`config.mk`:
```
export PLATFORM = sky130hd
export DESIGN_NAME = vliw_issue_ctrl
export DESIGN_NICKNAME = d
export VERILOG_FILES = /design/src/rtl/vliw_issue_ctrl.sv
export SDC_FILE = /design/constraint.sdc
export NUM_CORES = 1
export LEC_CHECK = 0
export ABC_AREA = 0
export CELL_PAD_IN_SITES_DETAIL_PLACEMENT = 2
export CELL_PAD_IN_SITES_GLOBAL_PLACEMENT = 2
export CORE_UTILIZATION = 24
export CTS_CLUSTER_DIAMETER = 30
export DETAILED_ROUTE_END_ITERATION = 7
export GPL_ROUTABILITY_DRIVEN = 0
export PLACE_DENSITY = 0.78
export REMOVE_ABC_BUFFERS = 1
export SLEW_MARGIN = 40
export SYNTH_ARGS = -nofsm -noshare
export SYNTH_HDL_FRONTEND = slang
export SYNTH_SLANG_ARGS = --single-unit
```
`constraint.sdc`:
```
create_clock -name clk -period 3.59 [get_ports clk]
set_clock_uncertainty 0.05 [all_clocks]
set_input_delay 0.8975 -clock clk [delete_from_list [all_inputs] [get_ports clk]]
set_output_delay 0.8975 -clock clk [all_outputs]
set_load 0.05 [all_outputs]
```
`src/rtl/vliw_issue_ctrl.sv`:
```
// VLIW issue controller: holds one bundle and hands each non-NOP lane to its core.
// Latency 1 cycle from accept to core_valid; a new bundle is taken only once every pending lane is handshaking.
module vliw_issue_ctrl #(
  parameter int CORES    = 4,
  parameter int INST_LEN = 32
) (
  input  logic                      clk,
  input  logic                      reset_n,
  input  logic                      flush,
  input  logic [CORES*INST_LEN-1:0] bundle,
  input  logic                      bundle_valid,
  output logic                      bundle_ready,
  output logic [CORES*INST_LEN-1:0] core_inst,
  output logic [CORES-1:0]          core_valid,
  input  logic [CORES-1:0]          core_ready,
  output logic [15:0]               issue_count,
  output logic                      busy
);

  typedef enum logic {IDLE, ISSUE} state_t;

  state_t                    state, state_nxt;
  logic [CORES-1:0]          pending, pending_nxt;
  logic [CORES-1:0]          remaining;
  logic [CORES-1:0]          new_mask;
  logic [CORES*INST_LEN-1:0] inst_nxt;
  logic [15:0]               count_nxt;
  logic                      accept;
  logic                      done_old;
  logic                      done_new;

  // Lane 0 sits in the most-significant slice of the bundle.
  always_comb begin
    new_mask = '0;
    for (int i = 0; i < CORES; i++) begin
      new_mask[i] = |bundle[(CORES-1-i)*INST_LEN +: INST_LEN];
    end
  end

  assign remaining    = pending & ~core_ready;
  assign bundle_ready = reset_n && !flush && ((state == IDLE) || (remaining == '0));
  assign accept       = bundle_valid && bundle_ready;
  assign done_old     = !flush && (state == ISSUE) && (remaining == '0);
  // An all-NOP bundle completes the moment it is accepted.
  assign done_new     = accept && (new_mask == '0);

  always_comb begin
    state_nxt   = state;
    pending_nxt = pending;
    inst_nxt    = core_inst;
    count_nxt   = issue_count + 16'(done_old) + 16'(done_new);
    if (flush) begin
      state_nxt   = IDLE;
      pending_nxt = '0;
    end else if (accept) begin
      inst_nxt    = bundle;
      pending_nxt = new_mask;
      state_nxt   = (new_mask != '0) ? ISSUE : IDLE;
    end else if (state == ISSUE) begin
      pending_nxt = remaining;
      if (remaining == '0) begin
        state_nxt = IDLE;
      end
    end
  end

  always_ff @(posedge clk) begin
    if (!reset_n) begin
      state       <= IDLE;
      pending     <= '0;
      core_inst   <= '0;
      issue_count <= '0;
    end else begin
      state       <= state_nxt;
      pending     <= pending_nxt;
      core_inst   <= inst_nxt;
      issue_count <= count_nxt;
    end
  end

  assign core_valid = pending;
  assign busy       = (state == ISSUE);

endmodule

```
## Word-level counts from Yosys, hierarchy flattened

Cells that the tools add are included.

| cells by class | value |
|---|---|
| bitwise gates (word level) | 5 |
| reduce and logical (&&, ||, !) cells | 18 |
| muxes and demuxes | 6 |
| add/subtract/negate cells | 2 |

Operator list:

| cell | count |
|---|---|
| OR reduction 32 bit | 4 |
| adder 16 x 1 -> 16 bit | 2 |
| zero test 4 bit | 2 |
| two-way mux 4 bit | 2 |
| logical AND 1 bit | 6 |
| bitwise AND 4 bit | 1 |
| two-way mux 1 bit | 4 |
| inverter 4 bit | 1 |
| nonzero test 4 bit | 1 |
| inverter 1 bit | 3 |
| AND reduction 2 bit | 1 |
| nonzero test 2 bit | 1 |
| OR reduction 2 bit | 1 |
| zero test 1 bit | 1 |
| logical OR 1 bit | 1 |

| storage, ports and cells | value |
|---|---|
| register bits after elaboration | 149 |
| logic and storage cells | 35 |
| output and inout bits | 150 |
| input port bits | 136 |

## Longest topological paths before layout

| logic depth | value |
|---|---|
| depth in word-level cells | 8 |
| depth in mapped cells | 13 |
| gate-level depth less buffers | 12 |

## Worst setup path after synthesis

Ideal clock, no wire load.

| timing | value |
|---|---|
| path type | in2reg |
| from | input core_ready[1] |
| to | register issue_count[14] |
| path slack | 0.445 ns |
| stages on the path | 13 |
| required time | 3.425 ns |
| buffers on the path | 2 |
| arrival | 2.980 ns |
| library setup time | 0.115 ns |
| path through | nor2b_1 -> o41ai_4 -> nand3_1 -> buf_2 -> buf_2 -> nor2_1 -> fa_1 -> ha_1 -> nand2_1 -> nor3_1 -> nand2_1 -> xnor2_1 -> and2_1 |

| between the ends | value |
|---|---|
| cells in the longest elaborated chain, start to end | 8 |
| elaborated cells between the ends (all ways) | 10 |
| those cells by class | add/sub: 2; bitwise: 2; reduce/logical: 6 |

RTL lines:

| what | RTL line | RTL |
|---|---|---|
| start: declaration | 15 | `input logic [CORES-1:0] core_ready,` |
| inverter 4 bit * | 40 | `assign remaining = pending & ~core_ready;` |
| bitwise AND 4 bit * | 40 |  |
| zero test 4 bit * | 41, 43 |  |
| branches (longest 4 deep; another with adder 16 x 1 -> 16 bit) | n/a |  |
| adder 16 x 1 -> 16 bit * | 51 | `count_nxt = issue_count + 16'(done_old) + 16'(done_new);` |
| end signal: assignment | 77 | `issue_count <= count_nxt;` |
| end: declaration | 16 | `output logic [15:0] issue_count,` |

Mark *: on every way between the ends.
A chain may end at the register's enable or synchronous reset.

## Worst setup path in the final report

| timing | value |
|---|---|
| from | input bundle[8] |
| to | register issue_count[14] |

| between the ends | value |
|---|---|
| cells in the longest elaborated chain, start to end | 4 |

RTL lines:

| what | RTL line | RTL |
|---|---|---|
| start: declaration | 10 | `input logic [CORES*INST_LEN-1:0] bundle,` |
| OR reduction 32 bit | 36 | `new_mask[i] = \|bundle[(CORES-1-i)*INST_LEN +: INST_LEN];` |
| zero test 4 bit | 45 | `assign done_new = accept && (new_mask == '0);` |
| logical AND 1 bit | 45 |  |
| adder 16 x 1 -> 16 bit | 51 |  |

Every way passes these cells.

==> flow_summary.ini <==
[yosys]
syn_area_per_cell_um2 = 10.7
yosysTopAreaCell = dfxtp_1
synth_compound_area_frac = 0.0135
synth_warnings = 0
synthXorXnorAreaFrac = 0.0174
synth-adder-area-share = 0.00540
synth_top_family_by_area = simple AND/OR/NAND/NOR gates
synth_cell_types = 28
ys_seq_elements = 149
seq_area_frac_synth = 0.495
yosys.area_share.simple = 0.233
synth.area.mux_share = 0.212
ys_top_cells_by_area = dfxtp_1 49%, mux2i_1 21%, nor2b_1 14%, nor4_1 3.4%, and2_1 1.3%
synth_area_um2 = 6030
syn_inst = 564
synth.top_cell.area_share = 0.495

[power_and_ir_drop]
power_density_nw_per_um2 = 416
ir_drop_mv = 0.284
p_leak_nw = 4.39

[drt]
ant_nets = 0
drt_iter0_drc = 102
drt-pass1-iter-count = 4
drcViolationCount = 0
vias = 5398
drt-vias-per-instance = 4.37
wl_um = 21500
wl_per_cell_um = 17.4

[sta]
tns_ps = 0
final-max-slew-violation-count = 0
slew_headroom = 0.529
fmax_mhz = 295
min_period_ps = 3400
holdWs_ps = 434
final-hold-violation-count = 0
setup_violations = 0
worst_slew_pin_slew_ps = 707
min_period_over_period = 0.946

[layout]
utilization = 0.420
n_antenna_cell = 0
layout-drive-gt1-share = 0.115
stdcell_count = 1236
finish.net_count = 1037
area_growth_pct = 70.4

[place]
dpl.hpwl_um = 16000
dp.cells = 1204
portBuffers = 285

[clock_network]
clkLatencyLatePin_ps = 410
cts-root-buf = clkbuf_16
clk_pin_slew_ps = 60
cts_tree = done
cts_buffers = 17
cts.sinks = 149
clockBufferDepth = 2
cts_setup_buffers = 0
cts-htree-levels = 4
holdBufCountCts = 0

[setup_path]
r2r_start = core_valid[1]
crit_buf_inv = 2
critPathSlowestCell = clkdlybuf4s50_1
worstPathCellList = clkdlybuf4s50_1 -> nor4_2 -> buf_4 -> nand4_1 -> nor2_2 -> nand4_1 -> nor2_1 -> fa_1 -> ha_1 -> nand2_1 -> nor3_2 -> nand2_1 -> xnor2_1 -> and2_1
endpoint_kind = flip-flop
worstSetupPathType = in2reg
ff2ff_setup_slack_ps = 1130
worstSetupStartpointType = input port
r2r.worst_path.cells = 11
worstPathArrival_ps = 3650
required_ps = 3850
worstPathMaxFanout = 4
cp_top_family = simple AND/OR/NAND/NOR gates
critPathMaxStageDelay_ps = 460
worstReg2RegEnd = issue_count[14]

[global_routing]
grt_overflow = 0
grt_pass1_vias = 5876
grt_use_total = 0.169
grt_max_degree = 97
antenna_found_initial = 1
grt_pass1_wl_um = 33600

[die]
pin_count = 286
core_area_um2 = 24500
die_height_um = 161
rows = 57
die_w_um = 161
dieArea_um2 = 25800
start_util = 0.246

[worst_hold_path]
hold_depth = 2
holdPathEnd = core_valid[3]
worstHoldStart = core_valid[3]
worst_hold_path_type = reg2reg

[run]
max_cap_viol_count = 0

[status]
status = finished clean
-- worst max-delay path by stage --
| stage | cells after the start | to | start | slack, ps |
|---|---|---|---|---|
| 2_1_floorplan | 11 | issue_count[14] | core_ready[1] | -4560 |
| 3_3_place_gp | 14 | issue_count[14] | bundle[8] | -320 |
| 3_5_place_dp | 14 | issue_count[14] | bundle[8] | -410 |
| 4_1_cts | 14 | issue_count[14] | bundle[8] | 20 |
| 5_1_grt | 15 | issue_count[14] | bundle[73] | -3 |
| 6_report | 14 | issue_count[14] | bundle[8] | 190 |
-- worst min-delay path, delay by kind of cell (launching register included) --
kind | cells | cell delay, ps
flops | 1 | 320
compound gates | 1 | 50
simple gates | 1 | 60
-- synthesized netlist by cell type --
library cell and count:
and3_1 2, ha_1 1, nor2_1 8, a21oi_1 4, clkbuf_1 16, nand3_1 10
fa_1 1, a21boi_0 2, buf_4 3, and3b_1 1, nand2_1 9, mux2i_1 128
a31o_2 1, nand4_1 12, nand2b_1 1, buf_2 12, nor3_1 2, xor2_1 6
or2_0 4, xnor2_1 6, or3_1 2, and2_1 13, nor2b_1 134, o41ai_4 1
nor2b_4 1, o21ai_0 2, nor4_1 33, dfxtp_1 149
-- cells in the final DEF (no fill, tap or decap), types with 4 or more instances in the layout --
master / synthesis / final
a21oi_1: 4 / 4
nand2_1: 9 / 9
and2_1: 13 / 13
clkdlybuf4s50_1: 0 / 283
nand3_1: 10 / 9
nor4_1: 33 / 29
clkinvlp_4: 0 / 4
dfxtp_1: 149 / 149
clkbuf_16: 0 / 17
nor4_2: 0 / 4
mux2i_1: 128 / 128
xnor2_1: 6 / 6
buf_4: 3 / 62
nor2_1: 8 / 7
nand4_1: 12 / 12
inv_6: 0 / 4
nor2b_1: 134 / 134
or2_0: 4 / 4
xor2_1: 6 / 6
-- logic make-up after synthesis --
group,after synthesis
mux,128
buf+inv,31
xor+xnor,12
fa+ha+maj,2
flops,149
simple gates,232
compound gates,10
-- through the flow --
stage / area [µm²] / setup WS [ps] / power (mW)
finish: 10300 / 195 / 4.27
global route: 10300 / -2.92 / 4.46
CTS: 10200 / 22.2 / 4.36
detailed placement: 9640 / -411 / 2.47
global placement: 9640 / -318 / 2.46
floorplan: 5890 / -4560 / 2.12
-- per-layer routing --
| metal | track usage | part of all wire | vias up |
|---|---|---|---|
| met3 | 0.0615 | 0.079 | 18 |
| met4 | 0.0394 | 0.010 | 2 |
| met1 | 0.190 | 0.41 | 2577 |
| met5 | 0 | 0.00042 | - |
| li1 | - | - | 2621 |
| met2 | 0.300 | 0.50 | 180 |
-- sequential cells by signal, indices dropped and copies added (netlist names) --
register     flops
core_inst      128
issue_count     16
busy             1
core_valid       4
-- final cells by class --
class / count / area [µm²]
clock buffers: 20 / 457
clock inverters: 12 / 143
fillers: 2598 / 14200
multi-input cells: 384 / 2950
flip-flops and latches: 149 / 2980
well taps: 324 / 405
repair buffers: 347 / 3340
-- power breakdown --
group / internal [mW] / switching (mW) / total [mW]
Clock: 1.07 / 0.772 / 1.85
Sequential: 1.70 / 0.0281 / 1.73
Combinational: 0.338 / 0.358 / 0.695
-- timing repair --
item,CTS,global route
setup endpoints to repair,0,6
resized for setup,0,6
endpoints found under the hold margin,0,0
(Power assumes the default switching activity.)
